==> config.mk <==
export PLATFORM = sky130hd
export DESIGN_NAME = iter_div_unit_flat
export DESIGN_NICKNAME = d
export VERILOG_FILES = /design/src/rtl/iter_div_unit_if.sv /design/src/rtl/iter_div_unit.sv /design/src/flat_wrapper.sv
export SDC_FILE = /design/constraint.sdc
export NUM_CORES = 1
export LEC_CHECK = 0
export CAP_MARGIN = 10
export CORE_AREA = 10 10 122 169
export CTS_CLUSTER_DIAMETER = 120
export DETAILED_ROUTE_END_ITERATION = 8
export DIE_AREA = 0 0 132 179
export GPL_ROUTABILITY_DRIVEN = 0
export PLACE_DENSITY = 0.84
export SETUP_SLACK_MARGIN = 0.3
export SLEW_MARGIN = 15
export SYNTH_ARGS = -nofsm -noshare
export SYNTH_HDL_FRONTEND = slang
export SYNTH_SLANG_ARGS = --single-unit
==> constraint.sdc <==
create_clock -name clk -period 7.92 [get_ports clk]
set_clock_uncertainty 0.15 [all_clocks]
set_input_delay 1.584 -clock clk [delete_from_list [all_inputs] [get_ports clk]]
set_output_delay 1.584 -clock clk [all_outputs]
set_load 0.05 [all_outputs]
==> src/rtl/iter_div_unit_if.sv <==
// Request/response bundle between the EX/MEM datapath and the iterative divider.
interface iter_div_if #(
    parameter int unsigned WIDTH = 32
);
    logic             stall;
    logic             start;
    logic [1:0]       op;
    logic [WIDTH-1:0] a;
    logic [WIDTH-1:0] b;
    logic             busy;
    logic             done;
    logic [WIDTH-1:0] r;

    modport master (
        output stall, start, op, a, b,
        input  busy, done, r
    );

    modport slave (
        input  stall, start, op, a, b,
        output busy, done, r
    );
endinterface

==> src/rtl/iter_div_unit.sv <==
// Iterative radix-2 restoring divider for DIV/DIVU/REM/REMU with RV32M corner cases.
// One quotient bit per cycle, sign fix-up in a final cycle, freezable by stall.
module iter_div_unit #(
    parameter int unsigned WIDTH = 32
) (
    input logic        clk,
    input logic        rst,
    iter_div_if.slave  bus
);
    localparam int unsigned CW = $clog2(WIDTH);
    localparam logic [CW-1:0]    LAST_CNT = CW'(WIDTH - 1);
    localparam logic [WIDTH-1:0] MIN_NEG  = {1'b1, {(WIDTH - 1){1'b0}}};

    typedef enum logic [1:0] {
        S_IDLE = 2'd0,
        S_CALC = 2'd1,
        S_FIX  = 2'd2,
        S_DONE = 2'd3
    } state_e;

    state_e           state_q, state_d;
    logic [1:0]       op_q, op_d;
    logic [WIDTH-1:0] b_abs_q, b_abs_d;
    logic             qsign_q, qsign_d;
    logic             rsign_q, rsign_d;
    logic [WIDTH-1:0] p_q, p_d;
    logic [WIDTH-1:0] q_q, q_d;
    logic [CW-1:0]    cnt_q, cnt_d;
    logic [WIDTH-1:0] r_q, r_d;
    logic             busy_q, busy_d;
    logic             done_q, done_d;

    logic             signed_op, a_neg, b_neg, ovf, res_neg;
    logic [WIDTH-1:0] a_mag, b_mag, res;
    logic [WIDTH:0]   shifted, diff;

    assign bus.busy = busy_q;
    assign bus.done = done_q;
    assign bus.r    = r_q;

    // Operand conditioning, one restoring trial subtraction and result selection.
    always_comb begin
        signed_op = ~bus.op[0];
        a_neg     = signed_op & bus.a[WIDTH-1];
        b_neg     = signed_op & bus.b[WIDTH-1];
        a_mag     = a_neg ? -bus.a : bus.a;
        b_mag     = b_neg ? -bus.b : bus.b;
        ovf       = signed_op && (bus.a == MIN_NEG) && (bus.b == '1);
        // P stays below |b|, so the shifted value fits in WIDTH+1 bits and diff's MSB is its sign.
        shifted   = {p_q, q_q[WIDTH-1]};
        diff      = shifted - {1'b0, b_abs_q};
        res       = op_q[1] ? p_q : q_q;
        res_neg   = op_q[1] ? rsign_q : qsign_q;
    end

    // Next-state and datapath update.
    always_comb begin
        state_d = state_q;
        op_d    = op_q;
        b_abs_d = b_abs_q;
        qsign_d = qsign_q;
        rsign_d = rsign_q;
        p_d     = p_q;
        q_d     = q_q;
        cnt_d   = cnt_q;
        r_d     = r_q;

        if (!bus.stall) begin
            unique case (state_q)
                S_IDLE, S_DONE: begin
                    if (bus.start) begin
                        op_d    = bus.op;
                        b_abs_d = b_mag;
                        qsign_d = a_neg ^ b_neg;
                        rsign_d = a_neg;
                        p_d     = '0;
                        q_d     = a_mag;
                        cnt_d   = '0;
                        if (bus.b == '0) begin
                            r_d     = bus.op[1] ? bus.a : '1;
                            state_d = S_DONE;
                        end else if (ovf) begin
                            r_d     = bus.op[1] ? '0 : bus.a;
                            state_d = S_DONE;
                        end else begin
                            state_d = S_CALC;
                        end
                    end else begin
                        state_d = S_IDLE;
                    end
                end
                S_CALC: begin
                    if (!diff[WIDTH]) begin
                        p_d = diff[WIDTH-1:0];
                        q_d = {q_q[WIDTH-2:0], 1'b1};
                    end else begin
                        p_d = shifted[WIDTH-1:0];
                        q_d = {q_q[WIDTH-2:0], 1'b0};
                    end
                    cnt_d = cnt_q + CW'(1);
                    if (cnt_q == LAST_CNT) begin
                        state_d = S_FIX;
                    end
                end
                S_FIX: begin
                    r_d     = res_neg ? -res : res;
                    state_d = S_DONE;
                end
                default: state_d = S_IDLE;
            endcase
        end

        busy_d = (state_d == S_CALC) || (state_d == S_FIX);
        done_d = (state_d == S_DONE);
    end

    always_ff @(posedge clk) begin
        if (rst) begin
            state_q <= S_IDLE;
            op_q    <= '0;
            b_abs_q <= '0;
            qsign_q <= 1'b0;
            rsign_q <= 1'b0;
            p_q     <= '0;
            q_q     <= '0;
            cnt_q   <= '0;
            r_q     <= '0;
            busy_q  <= 1'b0;
            done_q  <= 1'b0;
        end else begin
            state_q <= state_d;
            op_q    <= op_d;
            b_abs_q <= b_abs_d;
            qsign_q <= qsign_d;
            rsign_q <= rsign_d;
            p_q     <= p_d;
            q_q     <= q_d;
            cnt_q   <= cnt_d;
            r_q     <= r_d;
            busy_q  <= busy_d;
            done_q  <= done_d;
        end
    end
endmodule

==> src/flat_wrapper.sv <==
// flat-port wrapper written by rule: the top's interface ports become plain ports
module iter_div_unit_flat 
#(
    parameter int unsigned WIDTH = 32
)
  (clk, rst, bus_stall, bus_start, bus_op, bus_a, bus_b, bus_busy, bus_done, bus_r);
  iter_div_if #(.WIDTH(WIDTH)) bus_i ();
  input logic clk;
  input logic rst;
  input wire logic [$bits(bus_i.stall)-1:0] bus_stall;
  input wire logic [$bits(bus_i.start)-1:0] bus_start;
  input wire logic [$bits(bus_i.op)-1:0] bus_op;
  input wire logic [$bits(bus_i.a)-1:0] bus_a;
  input wire logic [$bits(bus_i.b)-1:0] bus_b;
  output wire logic [$bits(bus_i.busy)-1:0] bus_busy;
  output wire logic [$bits(bus_i.done)-1:0] bus_done;
  output wire logic [$bits(bus_i.r)-1:0] bus_r;
  assign bus_i.stall = bus_stall;
  assign bus_i.start = bus_start;
  assign bus_i.op = bus_op;
  assign bus_i.a = bus_a;
  assign bus_i.b = bus_b;
  assign bus_busy = bus_i.busy;
  assign bus_done = bus_i.done;
  assign bus_r = bus_i.r;
  iter_div_unit #(.WIDTH(WIDTH)) u_core (.clk(clk), .rst(rst), .bus(bus_i));
endmodule
# After elaboration in Yosys (flattened, before gate mapping)
# Cells that the tools add are included.
# word_totals
reg_bits	141
# op_classes
addsub	5
eq_ne	11
n_mux	25
bitwise	5
n_reduce_logical	11
# op_table
operator	n
2-to-1 mux 32 bit	12
one-hot mux 32 bit (2 select lines)	3
negator 32 bit	3
== test 32 bit (second input constant)	2
subtractor 33 x 32 -> 33 bit	1
logical NOT 32 bit	1
2-to-1 mux 2 bit	5
one-hot mux 5 bit (2 select lines)	1
== test 2 bit (second input constant)	4
one-hot mux 2 bit (3 select lines)	1
AND reduction 3 bit	2
adder 5 x 1 -> 5 bit (second input constant)	1
== test 5 bit (second input constant)	1
2-to-1 mux 5 bit	1
== test 2 x 1 -> 1 bit (second input constant)	2
AND reduction 4 bit	1
nonzero test 2 bit	2
!= test 3 x 1 -> 1 bit (second input constant)	1
AND 1 bit	2
logical AND 1 bit	2
logical NOT 2 bit	1
2-to-1 mux 1 bit	2
!= test 2 bit (second input constant)	1
inverter 1 bit	2
3 further kinds	3

# Depth between registers and ports, before layout
# depth
depth_word	10
mapped_depth	14
ltp_nobuf	12

# Worst setup path before layout
# Ideal clock, no wire load.
# synth_path
path_type	input to register
start	input bus_a[0]
end	register u_core.r_q[10] (netlist: u_core.bus.r[10])
arrival_time_ns	3.792
slack_ns	3.837
cell_stages	12
cell_sequence	inv_1 -> ha_1 -> or4b_1 -> nor4b_4 -> nand2_1 -> nor3_2 -> o21bai_1 -> a21o_1 -> buf_6 -> buf_6 -> a211oi_2 -> nor3_2
# synth_via
elab_chain_cells	5
# synth_rtl
element	line_no	source
from (decl)	flat_wrapper.sv:13	input wire logic [$bits(bus_i.a)-1:0] bus_a;
== test 32 bit	iter_div_unit.sv:48	ovf = signed_op && (bus.a == MIN_NEG) && (bus.b == '1);
logical AND 1 bit (2 in a row)	iter_div_unit.sv:48	
!= test 3 x 1 -> 1 bit (no source line)	--	
AND reduction 4 bit (no source line)	--	
to (signal assigned)	iter_div_unit.sv:139	r_q <= r_d;
to (decl)	iter_div_unit.sv:29	logic [WIDTH-1:0] r_q, r_d;
# No other way between the ends.
# A chain may end at the register's enable or synchronous reset.

# Final worst setup path
# layout_path
start	input bus_b[20]
end	register u_core.r_q[18] (netlist: u_core.bus.r[18])
# layout_via
elab_chain_cells	4
# layout_rtl
element	line_no	source
from (decl)	flat_wrapper.sv:14	input wire logic [$bits(bus_i.b)-1:0] bus_b;
== test 32 bit or logical NOT 32 bit (tied branches)	iter_div_unit.sv:48, iter_div_unit.sv:79	
logical AND 1 bit or 2-to-1 mux 32 bit (tied branches)	iter_div_unit.sv:48, iter_div_unit.sv:79	
!= test 3 x 1 -> 1 bit (no source line) or 2-to-1 mux 32 bit (tied branches)	--	
AND reduction 4 bit (no source line) or one-hot mux 32 bit (2 select lines) (tied branches)	--	
# Several ways; a longest one is shown, not always the timed one. The select of a mux whose other input is x is not followed.

==> summary.md <==
| Metric | Value |
|---|---|
| Ports | roughly 100 |
| Slew Viols, Final | 0 |
| Synth top area cells | dfxtp_1 25%, nand2_1 6.5%, xor2_1 5.5%, mux2i_1 5.4%, a21oi_1 5.2% |
| Area occupied by registers | 0.002804 mm^2 |
| Die Wd | approximately 130 um |
| Min cycle time layout | roughly 5200 ps |
| Initial Util | 0.6252 |
| Drt via density | 6.371 |
| Pwr Total | 2.146 mW |
| Multi-input logic area | 0.007621 mm^2 |
| Hold depth | 2 |
| RSZ-0062 raised after global routing | false |
| Grt ovf | 0 |
| Syn avg cell area | 7.526 um^2 |
| Pleak | 4.686 nW |
| Row cnt | 58 |
| CTS Buffer Depth | 2 |
| Area growth syn-to-layout | 15.06% |
| Via Count | about 11,000 |
| Main synth FF type | dfxtp_1 |
| Status | finished, final reports clean |
| Initial DRC Count | 1,099 |
| Placed inst area | 0.01207 mm^2 |
| CTS sink count | 140 |
| Clk Latency, worst-skew pair | 430 ps |
| Final worst-path cycle share | 0.6588 |
| Top-count cell post-synth | nand2_1 |
| Layout filler cell count | 1,411 |
| IR drop worst, VDD | between 100 and 150 uV |
| Initial antenna violation count | 0 |
| HP Start | u_core.b_abs_q[25]$_SDFFE_PP0P_ |
| Largest net degree at the start of global routing | 71 |
| Vias in the first global route | 10,707 |
| Die H | 179 um |
| # diodes | 0 |
| Worst EP arrival | 5410 ps |
| Worst Setup SP | bus_b[20] |
| WL/cell | 18.64 um |
| M1 GR Usage | 0.3080 |
| Slew Limit Headroom | 0.2101 |
| Cells after Synth | roughly 1,500 |
| Post-synth top area share | 0.2542 |
| DR DRC count | 0 |
| Critical R2R Launch | u_core.q_q[31]$_SDFFE_PP0P_ |
| Min-delay worst type | flop to flop |
| Flop-to-flop setup slack | 3770 ps |
| CTS tree | built |
| Data required time of the worst path | 8110 ps |
| Post-synth EDFFs | 0 |
| Grt met3 use | 0.04795 |
| WHS Endpoint | u_core.b_abs_q[25]$_SDFFE_PP0P_ |
| # resized after CTS | 0 |
| Die area | approximately 0.024 mm^2 |
| Finished layout cell area | 0.01269 mm^2 |
| Commonest cells in the netlist | 192 x nand2_1, 144 x nor2_1, 140 x dfxtp_1 |
| Root buf cell | clkbuf_16 |
| Worst R2R End | u_core.p_q[14]$_SDFFE_PP0P_ |
| Final Hold Viols | 0 |
| Detail Placement HPWL | between 20,000 and 25,000 um |
| Final nets | 1,616 |
| Final setup vio count | 0 |
| CORE AREA | 0.01763 mm^2 |
| Worst Path Max Fanout | just under 60 |
| Post-CTS Setup Bufs | 0 |
| Hold buffer count at cts | 0 |
| Max_cap viols | 0 |
| Post-synth top area cell | dfxtp_1 |
| Met2 usage | 0.4668 |
| Flops & latches, synth | 140 |
| Mapped Area | 0.01103 mm^2 |
| Post-route ant nets | 0 |
| Setup TNS | 0 ps |
| Critical path capture point type | flop |
| # H-tree levels | 4 |
| Global-route wire length before repair | 53,360 um |
| Maximum clock frequency | 0.1916 GHz |
| Critical path type | primary input to flop |
| # port buffers | 103 |
| Worst Setup Start Kind | primary input |
| Reg clk slew, reported paths | 60 ps |
| Post-synthesis sequential area ratio | 0.2542 |
| Netlist cell types | between 70 and 80 |
| Pre-Repair DR Iteration Count | 7 |
| Layout cells sized above 1 | 0.07976 |
| Proportion of synthesized flip-flops having asynchronous set or reset | 0 |
| DRT Wirelength | 32,760 um |
| Ys Warns | 0 |
| R2r worst-path depth | 13 |
| Pwr/cell area | 169.2 mW/mm^2 |
| Worst slew pin tran | 1152 ps |
| Syn Nets | 1,577 |
| Grt peak-use layer | met2 |
| Total track usage | 0.2712 |
| Total CTS buffers | 17 |
-- critical path, stage by stage --
cell and delay [ps]:
clkdlybuf4s50_1 470, or4_1 630, nor4_1 320, nand4_1 310, nor4_4 220, buf_4 510, o21bai_1 190, a21oi_2 420
buf_4 390, nor2_1 70, a311oi_1 240
-- layout make-up --
| cell class | count | share of cell area |
|---|---|---|
| inverters | 52 | 0.01539 |
| flip-flops and latches | 140 | 0.2210 |
| clock inverters | 12 | 0.01262 |
| clock buffers | 20 | 0.03600 |
| well taps | 240 | 0.02367 |
| repair buffers | 119 | 0.09054 |
| multi-input cells | 1174 | 0.6008 |
-- where the power goes --
group / total [mW] / internal, mW / switching (mW)
Clock: 0.844 / 0.515 / 0.329
Sequential: 0.761 / 0.735 / 0.0260
Combinational: 0.541 / 0.208 / 0.334
Total: 2.15 / 1.46 / 0.689
-- metrics by stage --
step	utilization	std cells	hold slack, ps	setup slack, ps
3_3_place_gp	0.6844	1725	289.8	2490
6_report	0.7194	1757	309.0	2702
2_1_floorplan	-	1465	281.9	3837
5_1_grt	0.7194	1757	318.9	2368
3_5_place_dp	0.6844	1725	303.0	2328
4_1_cts	0.7194	1757	309.8	2731
-- layer usage --
metal	vias to the layer above	part of all wire
met2	525	0.49
met1	5231	0.39
met4	0	0.058
met3	119	0.070
li1	5318	-
met5	-	0
-- cells in the final DEF (no fill, tap or decap), drive strengths merged, types with 4 or more instances in the layout --
| cell type | n |
|---|---|
| a211oi | 67 |
| a21boi | 4 |
| a21o | 23 |
| a21oi | 115 |
| a311oi | 9 |
| a31oi | 11 |
| a32oi | 8 |
| a41oi | 5 |
| and3 | 10 |
| buf | 17 |
| clkbuf | 20 |
| clkdlybuf4s50 | 102 |
| clkinv | 6 |
| dfxtp | 140 |
| ha | 41 |
| inv | 54 |
| maj3 | 5 |
| mux2 | 4 |
| mux2i | 60 |
| nand2 | 192 |
| nand2b | 10 |
| nand3 | 18 |
| nand4 | 15 |
| nor2 | 144 |
| nor2b | 10 |
| nor3 | 71 |
| nor3b | 17 |
| nor4 | 9 |
| o211ai | 7 |
| o21a | 7 |
| o21ai | 108 |
| o21bai | 10 |
| o31ai | 19 |
| o41ai | 10 |
| or2 | 4 |
| or3 | 9 |
| or4 | 6 |
| xnor2 | 44 |
| xor2 | 69 |
-- worst max-delay path by stage --
stage	end	depth (start not counted)	slack, ps
finish	u_core.bus.r[18]$_SDFFE_PP0P_	11	2700
CTS	u_core.bus.r[18]$_SDFFE_PP0P_	11	2730
detailed placement	u_core.bus.r[17]$_SDFFE_PP0P_	11	2330
global route	u_core.bus.r[18]$_SDFFE_PP0P_	11	2370
floorplan	u_core.bus.r[10]$_SDFFE_PP0P_	12	3840
global placement	u_core.bus.r[17]$_SDFFE_PP0P_	11	2490
-- flip-flops by register name (all words and copies together), names as in the netlist, 2 cells and up --
| signal | flops |
|---|---|
| u_core.state_q | 2 |
| u_core.cnt_q | 5 |
| u_core.q_q | 32 |
| u_core.bus.r | 32 |
| u_core.p_q | 32 |
| u_core.b_abs_q | 32 |
-- kinds of logic (layout without fill, tap and decap cells) --
kind of cell,Yosys count,count (layout),synth area share
fa+ha+maj,47,47,0.05288
buf+inv,151,203,0.05776
compound gates,425,425,0.2551
flops,140,140,0.2542
simple gates,525,525,0.2317
xor+xnor,113,113,0.08976
mux,64,64,0.05856
(Power assumes the default switching activity.)
